[src/rtl/game_pkg.sv]
// Shared game types and constants: enemy AI state encoding and default tuning.
// Pure declarations; no logic, no latency, no flow control.
// Consumers import game_pkg::* and override the AI_* defaults through parameters.
package game_pkg;

    typedef enum logic [2:0] {
        AI_IDLE      = 3'd0,
        AI_MOVE_TO   = 3'd1,
        AI_MOVE_AWAY = 3'd2,
        AI_ATTACK    = 3'd3,
        AI_EVADE_J   = 3'd4,
        AI_EVADE_Q   = 3'd5,
        AI_GUARD     = 3'd6
    } ai_state_e;

    localparam int          AI_NEAR_DX      = 160;
    localparam int          AI_EVADE_DX     = 96;
    localparam int          AI_ATK_COOLDOWN = 4;
    localparam int          AI_DEF_HOLD     = 2;
    localparam logic [15:0] AI_LFSR_SEED    = 16'hACE1;
    localparam logic [15:0] AI_LFSR_MASK    = 16'hB400;

    // Magnitude of a 12-bit two's-complement distance; -2048 never occurs here.
    function automatic logic [11:0] abs12(input logic signed [11:0] v);
        logic [11:0] u;
        u = v;
        return v[11] ? (~u + 12'd1) : u;
    endfunction

endpackage

[src/rtl/ai_lfsr16.sv]
// 16-bit Galois LFSR (right-shifting, feedback mask applied when bit 0 shifts out).
// Output is the registered state; advances one step per cycle with i_adv high.
// No backpressure: holds its value whenever i_adv is low.
module ai_lfsr16 #(
    parameter logic [15:0] SEED = 16'hACE1,
    parameter logic [15:0] MASK = 16'hB400
) (
    input  logic        clk,
    input  logic        rst_n,
    input  logic        i_adv,
    output logic [15:0] o_lfsr
);

    logic [15:0] lfsr_q;
    logic [15:0] lfsr_d;

    always_comb begin
        lfsr_d = lfsr_q;
        if (i_adv) begin
            lfsr_d = {1'b0, lfsr_q[15:1]} ^ (lfsr_q[0] ? MASK : 16'h0000);
        end
    end

    always_ff @(posedge clk or negedge rst_n) begin
        if (!rst_n) begin
            lfsr_q <= SEED;
        end else begin
            lfsr_q <= lfsr_d;
        end
    end

    assign o_lfsr = lfsr_q;

endmodule

[src/rtl/enemy_ai_ctrl.sv]
// Tick-paced enemy decision FSM: chase, retreat, attack, evade or guard from positions.
// Decisions every 2**TICK_DIV cycles; all outputs registered, pulses last one cycle.
// No backpressure: i_enable low forces IDLE and clears everything except the LFSR.
module enemy_ai_ctrl
    import game_pkg::*;
#(
    parameter int          TICK_DIV     = 7,
    parameter int          NEAR_DX      = AI_NEAR_DX,
    parameter int          EVADE_DX     = AI_EVADE_DX,
    parameter int          ATK_COOLDOWN = AI_ATK_COOLDOWN,
    parameter int          DEF_HOLD     = AI_DEF_HOLD,
    parameter logic [15:0] LFSR_SEED    = AI_LFSR_SEED
) (
    input  logic               clk,
    input  logic               rst_n,
    input  logic               i_enable,
    input  logic signed [10:0] i_player_x,
    input  logic signed [10:0] i_enemy_x,
    input  logic signed [10:0] i_goodbullet_x,
    input  logic               i_goodbullet_isE,
    input  logic               i_badbullet_isE,
    output logic               o_right,
    output logic               o_left,
    output logic               o_jump,
    output logic               o_squat,
    output logic               o_attack,
    output logic               o_defend,
    output logic [2:0]         o_state
);

    localparam int          CD_W    = $clog2(ATK_COOLDOWN + 1);
    localparam int          GD_W    = $clog2(DEF_HOLD + 1);
    localparam logic [11:0] NEAR_C  = 12'(NEAR_DX);
    localparam logic [11:0] EVADE_C = 12'(EVADE_DX);

    ai_state_e           state_q, state_d;
    logic [TICK_DIV-1:0] tick_cnt_q, tick_cnt_d;
    logic [CD_W-1:0]     atk_cd_q, atk_cd_d;
    logic [GD_W-1:0]     guard_cnt_q, guard_cnt_d;
    logic                right_q, right_d;
    logic                left_q, left_d;
    logic                jump_q, jump_d;
    logic                squat_q, squat_d;
    logic                attack_q, attack_d;
    logic                defend_q, defend_d;

    logic                tick;
    logic [15:0]         lfsr;
    logic signed [11:0]  dx;
    logic signed [11:0]  bd;
    logic [11:0]         adx;
    logic [11:0]         bdx;
    logic                near;
    logic                bullet_near;
    logic                dx_pos;
    logic                dx_neg;
    logic [CD_W-1:0]     cd_dec;

    assign tick = i_enable && (&tick_cnt_q);

    ai_lfsr16 #(
        .SEED (LFSR_SEED),
        .MASK (AI_LFSR_MASK)
    ) u_lfsr (
        .clk    (clk),
        .rst_n  (rst_n),
        .i_adv  (tick),
        .o_lfsr (lfsr)
    );

    assign dx          = $signed({i_player_x[10], i_player_x}) - $signed({i_enemy_x[10], i_enemy_x});
    assign bd          = $signed({i_goodbullet_x[10], i_goodbullet_x}) - $signed({i_enemy_x[10], i_enemy_x});
    assign adx         = abs12(dx);
    assign bdx         = abs12(bd);
    assign near        = (adx <= NEAR_C);
    assign bullet_near = i_goodbullet_isE && (bdx < EVADE_C);
    assign dx_neg      = dx[11];
    assign dx_pos      = !dx[11] && (dx != 12'sd0);

    // The cooldown step for this tick is taken before the attack test, so an
    // attack is allowed again exactly ATK_COOLDOWN ticks after the last one.
    assign cd_dec = (atk_cd_q == '0) ? '0 : atk_cd_q - CD_W'(1);

    always_comb begin
        state_d     = state_q;
        tick_cnt_d  = tick_cnt_q + TICK_DIV'(1);
        atk_cd_d    = atk_cd_q;
        guard_cnt_d = guard_cnt_q;
        right_d     = right_q;
        left_d      = left_q;
        squat_d     = squat_q;
        defend_d    = defend_q;
        jump_d      = 1'b0;
        attack_d    = 1'b0;

        if (!i_enable) begin
            state_d     = AI_IDLE;
            tick_cnt_d  = '0;
            atk_cd_d    = '0;
            guard_cnt_d = '0;
            right_d     = 1'b0;
            left_d      = 1'b0;
            squat_d     = 1'b0;
            defend_d    = 1'b0;
        end else if (tick) begin
            atk_cd_d = cd_dec;

            if (state_q == AI_IDLE) begin
                state_d = AI_MOVE_TO;
            end else if (state_q == AI_GUARD && guard_cnt_q != '0) begin
                state_d     = AI_GUARD;
                guard_cnt_d = guard_cnt_q - GD_W'(1);
            end else if (bullet_near) begin
                if (lfsr[0]) begin
                    state_d     = AI_GUARD;
                    guard_cnt_d = GD_W'(DEF_HOLD - 1);
                end else if (lfsr[1]) begin
                    state_d = AI_EVADE_J;
                end else begin
                    state_d = AI_EVADE_Q;
                end
            end else if (cd_dec == '0 && !i_badbullet_isE && near) begin
                state_d  = AI_ATTACK;
                atk_cd_d = CD_W'(ATK_COOLDOWN);
            end else if (near && lfsr[3:2] == 2'b00) begin
                state_d = AI_MOVE_AWAY;
            end else begin
                state_d = AI_MOVE_TO;
            end

            // Entry outputs are recomputed on every tick, so re-entering a state re-fires its pulses.
            right_d  = 1'b0;
            left_d   = 1'b0;
            squat_d  = 1'b0;
            defend_d = 1'b0;
            case (state_d)
                AI_MOVE_TO: begin
                    right_d = dx_pos;
                    left_d  = dx_neg;
                    jump_d  = lfsr[4];
                end
                AI_MOVE_AWAY: begin
                    right_d = dx_neg;
                    left_d  = !dx_neg;
                end
                AI_ATTACK:  attack_d = 1'b1;
                AI_EVADE_J: jump_d   = 1'b1;
                AI_EVADE_Q: squat_d  = 1'b1;
                AI_GUARD:   defend_d = 1'b1;
                default: ;
            endcase
        end
    end

    always_ff @(posedge clk or negedge rst_n) begin
        if (!rst_n) begin
            state_q     <= AI_IDLE;
            tick_cnt_q  <= '0;
            atk_cd_q    <= '0;
            guard_cnt_q <= '0;
            right_q     <= 1'b0;
            left_q      <= 1'b0;
            jump_q      <= 1'b0;
            squat_q     <= 1'b0;
            attack_q    <= 1'b0;
            defend_q    <= 1'b0;
        end else begin
            state_q     <= state_d;
            tick_cnt_q  <= tick_cnt_d;
            atk_cd_q    <= atk_cd_d;
            guard_cnt_q <= guard_cnt_d;
            right_q     <= right_d;
            left_q      <= left_d;
            jump_q      <= jump_d;
            squat_q     <= squat_d;
            attack_q    <= attack_d;
            defend_q    <= defend_d;
        end
    end

    assign o_right  = right_q;
    assign o_left   = left_q;
    assign o_jump   = jump_q;
    assign o_squat  = squat_q;
    assign o_attack = attack_q;
    assign o_defend = defend_q;
    assign o_state  = state_q;

endmodule

[config.mk]
export PLATFORM = sky130hd
export DESIGN_NAME = enemy_ai_ctrl
export DESIGN_NICKNAME = d
export VERILOG_FILES = /design/src/rtl/game_pkg.sv /design/src/rtl/ai_lfsr16.sv /design/src/rtl/enemy_ai_ctrl.sv
export SDC_FILE = /design/constraint.sdc
export NUM_CORES = 1
export LEC_CHECK = 0
export ABC_AREA = 1
export CORE_MARGIN = 3
export CORE_UTILIZATION = 60
export DETAILED_ROUTE_END_ITERATION = 10
export PLACE_DENSITY = 0.84
export RECOVER_POWER = 25
export SLEW_MARGIN = 20
export SYNTH_ARGS = -nofsm -noshare
export SYNTH_HDL_FRONTEND = slang
export SYNTH_HIERARCHICAL = 1
export SYNTH_SLANG_ARGS = --single-unit
export TNS_END_PERCENT = 20
[constraint.sdc]
create_clock -name clk -period 3.2 [get_ports clk]
set_input_delay 0.64 -clock clk [delete_from_list [all_inputs] [get_ports clk]]
set_output_delay 0.64 -clock clk [all_outputs]
set_load 0.01 [all_outputs]
==> metrics.cfg, run 1 <==
[outcome]
status=did not finish
lastStage=global routing (5_1_grt)
error_line=[ERROR GRT-0232] Routing congestion too high. Check the congestion heatmap in the GUI.

[floorplanning]
io-pin-count=47
initial_core_util=0.643
die-height_um=84.2
rows=27
die_w_um=84.2

[synth]
ys_ff_latch=37
syn_area_mm2=0.00367
ys_warn_count=6
synthesis.nets=669
seq_area_frac_synth=0.255
synth.area.top_cells=nand2_1 (23%), dfrtp_1 (20%), inv_1 (10%)
synth_edf_count=0
syn_inst=605
synth.distinct_cells=34
syn_avg_cell_area_um2=6.07
synth_ff_type=dfrtp_1
async_flop_share=1.00
synth_top_cell_by_area=nand2_1
synth_top_area_frac=0.231

[grt]
grtUsageTotal=0.857
overflow=353
grt_max_degree=38

[clocking]
clockRootBuffer=clkbuf_8
cts_sinks=37
clockBufferDepth=2
htree_levels=2
cts-hold-fix-buffers=0
cts_buffers=5

[sta]
worstEndpointType=sequential cell input
grt-worst-endpoint=o_left$_DFFE_PN0N_/D

[placed_design]
place_area_mm2=0.00457
gp_congestion=0.902
hpwlAfterDp_um=7860
portBuffers=46

## repair_timing
action | CTS
resized for setup | 84
setup endpoints to repair | 12
setup buffers | 10
pin swaps | 52
## cell families after synthesis
group                      synth area share
and+or+nand+nor                       0.444
xor gates and xnor gates            0.00477
buffers and inverters                 0.119
adders and majority gates            0.0927
DFF                                   0.255
AOI/OAI and AO/OA                    0.0842
## metal layers
layer	global-route usage	overflow
met1	0.790	4
met5	0.210	0
met2	1.11	257
met4	0.949	91
met3	0.652	1
## cell usage after synthesis, types with 2 or more instances
master	count
xor2_1	2
nor2_2	5
nor2_1	45
dfrtp_1	29
nand2_2	14
nand4_1	4
o21ai_1	4
o21ai_0	18
nand2_1	226
nor3_1	8
inv_1	98
or2_1	3
dfstp_2	8
a21oi_1	24
ha_1	24
o22ai_1	2
fa_1	2
nand3_2	3
nand3b_1	6
nand3_1	59
nand2_4	2
buf_6	4
inv_2	4
## metrics by stage
| step | utilization | worst slack (ns) | cells |
|---|---|---|---|
| after CTS | 0.885 | 0.000792 | 790 |
| after detailed placement | 0.801 | -0.595 | 772 |
| after global placement | 0.801 | -0.556 | 772 |
| after floorplan | - | 0.204 | 605 |
==> run 2: changes to the inputs <==
Settings changed: CORE_UTILIZATION 60 to 40, PLACE_DENSITY 0.84 to unset, PLACE_DENSITY_LB_ADDON set to 0.15.
==> metrics.cfg, run 2 <==
[routing]
m1WireLength_um=4830
vias=4145
top_layer_used=met4
met2_length_um=5400
first_iter_violations=153
drt_wl_total_um=10600
drc=0
drt_first_pass_iters=4
routedWlPerCell_um=12.8
antenna_left=0
viasPerCell=4.97
wl_met3_um=273

[synth]
ys_warn_count=6  ; unchanged
ys_top_cells_by_count=nand2_1 (226), inv_1 (98), nand3_1 (59)  ; unchanged
synthAdderAreaFrac=0.0927  ; unchanged
synth.area.top_cells=nand2_1 (23%), dfrtp_1 (20%), inv_1 (10%)  ; unchanged
synth_edf_count=0  ; unchanged
seq_area_frac_synth=0.255  ; unchanged
synth.distinct_cells=34  ; unchanged
synth_top_family_by_area=simple AND/OR/NAND/NOR gates  ; unchanged
yosysMostFrequentCell=nand2_1  ; unchanged
synth_ff_type=dfrtp_1  ; unchanged
synth-xor-area-share=0.00477  ; unchanged
synth_top_area_frac=0.231  ; unchanged
ys_ff_latch=37  ; unchanged
synth_compound_area_frac=0.0842  ; unchanged
synth.mux.area_fraction=0  ; unchanged
synth_top_cell_by_area=nand2_1  ; unchanged
async_flop_share=1.00  ; unchanged
syn_area_mm2=0.00367  ; unchanged
syn_avg_cell_area_um2=6.07  ; unchanged
synthSimpleGateAreaFrac=0.444  ; unchanged
synthesis.nets=669  ; unchanged
syn_inst=605  ; unchanged

[floorplanning]
rows=34  ; was 27
core_mm2=0.00881
die_w_um=102  ; was 84.2 um
die-height_um=102  ; was 84.2 um
io-pin-count=47  ; unchanged
die_area_mm2=0.0104
initial_core_util=0.417  ; was 0.643

[clocking]
cts_buffers=5  ; unchanged
tritoncts=done
clockBufferDepth=2  ; unchanged
clockRootBuffer=clkbuf_8  ; unchanged
path_clk_slew_ns=0.08
cts-hold-fix-buffers=0  ; unchanged
cts_sinks=37  ; unchanged
clock_latency_ns=0.28
htree_levels=2  ; unchanged

[setup_path]
worstSetupPathType=in2reg
r2r_cells=10
worstPathArrival_ns=3.26
cp-end-kind=register
crit_fanout=6
cp-start-kind=input port
r2r-end=o_state[1]
r2r-start=tick_cnt_q[0]
ff2ff_setup_slack_ns=1.23
timing.critical_path.to=o_right
worst_ep_required_time_ns=3.38
startpoint=i_player_x[0]

[sta]
max_freq_mhz=325
layout_min_cycle_time_ns=3.08
skew_ns=0.0105
rsz0062_at_grt=true
slew_headroom=-0.311
setup_violations=0
drv_slew=38
period_share=0.961
worst_slew_pin_slew_ns=1.97
finalHoldViolations=0

[grt]
grt_antenna_before_repair=0
grt_max_degree=38
overflow=0
grtUsageTotal=0.191
first_global_vias=3807
grt_pass1_wl_um=16400

[cells_and_area]
syn2layout_area_growth_pct=55.0
final_common_cell=nand2_1
multiInputGateArea_mm2=0.00307
fin_nets=789
mostFrequentLayoutCells=nand2_1 (169), inv_1 (75), buf_4 (62)
layout-drive-gt1-share=0.366
regArea_um2=936
largest_register_ff_count=16
fillers=746
final-instance-count-excl-fill=834
num_antenna_cells=0

[power]
max-vdd-ir-drop_mv=0.143
p_total_mw=1.69
p_per_area_mw_per_mm2=296
p_leak_nw=3.02

[placed_design]
dpl.cell_count=813  ; was 772
hpwlAfterDp_um=7450  ; was 7860 um
gp_congestion=0.857  ; was 0.902
portBuffers=46  ; unchanged

[outcome]
status=complete, but fails checks  ; was did not finish
violations=max-capacitance violations, max-slew violations

[worst_hold_path]
min_path_type=reg2reg

[run]
cap_viol_max_count=1

## run 2: cells by family (layout without fill, tap and decap cells)
kind of cell | Yosys count | count (layout)
AND/OR/NAND/NOR | 378 | 379
XOR/XNOR | 2 | 2
adder cells (fa/ha/maj) | 26 | 26
buffers and inverters | 107 | 227
flip-flops | 37 | 37
AO/OA/AOI/OAI | 55 | 55
## run 2: worst min path at each step
| stage | from | slack, ns | endpoint | cells past startpoint |
|---|---|---|---|---|
| after floorplan | rst_n | 0.34 | atk_cd_q[0] | 0 |
| after CTS | u_lfsr/o_lfsr[7] | 0.47 | u_lfsr/o_lfsr[7] | 2 |
| after detailed placement | u_lfsr/o_lfsr[7] | 0.46 | u_lfsr/o_lfsr[7] | 2 |
| final | u_lfsr/o_lfsr[7] | 0.47 | u_lfsr/o_lfsr[7] | 2 |
| after global routing | u_lfsr/o_lfsr[7] | 0.49 | u_lfsr/o_lfsr[7] | 2 |
| after global placement | tick_cnt_q[0] | 0.45 | tick_cnt_q[0] | 1 |
## run 2: routing by layer
layer / track usage / vias to the layer above
met2: 0.326 / 68
li1: - / 2139
met5: 0 / -
met1: 0.264 / 1925
met3: 0.0262 / 13
met4: 0.0245 / 0
## run 2: cell type report
cell class,instances,area share
clock buffer,6,0.0128
clock inverter,2,0.00176
inverter,103,0.0710
multi-input combinational,462,0.540
sequential,37,0.164
tap,108,0.0237
timing repair buffer,116,0.186
## run 2: what timing repair did
item	in CTS	in global routing
setup endpoints to repair	12	12
pin swaps	31	96
resized for setup	69	165
cloned	0	1
buffers inserted	2	10
## run 2: stage by stage
step / utilization / setup slack, ns / hold WS (ns) / cell area (um^2) / setup TNS (ns)
2_1_floorplan: - / 0.204 / 0.344 / 3670 / 0
3_3_place_gp: 0.529 / -0.564 / 0.452 / 4660 / -6.30
3_5_place_dp: 0.529 / -0.600 / 0.458 / 4660 / -6.66
4_1_cts: 0.569 / 0.00295 / 0.470 / 5010 / 0
5_1_grt: 0.646 / -0.0711 / 0.488 / 5690 / -0.313
6_report: 0.646 / 0.124 / 0.466 / 5690 / 0
## run 2: report_power, final
group	internal [mW]	leakage [nW]	switching [mW]
sequential	0.475	0.484	0.00433
combinational	0.397	2.49	0.501
clock	0.151	0.0450	0.158
## run 2: critical path, cell delays in order
cell and delay [ns]:
buf_6 0.09, inv_4 0.04, ha_4 0.13, inv_4 0.04, fa_2 0.39, inv_1 0.08
nand2_1 0.07, nand2_2 0.08, nand2_4 0.07, nor2_4 0.12, nand2_4 0.09, nor2_4 0.13
nand2_1 0.08, nand2_1 0.08, nand2_1 0.07, nand2_2 0.10, nand2_2 0.07, o21ai_2 0.17
nand2_1 0.07, nor2_1 0.11, nand2_1 0.10, nand2_2 0.12, nand2_4 0.08, nand4_1 0.09
nand2_1 0.05, nand2_1 0.05, nand2_1 0.05
No activity file was read; power rests on OpenSTA's default activity.
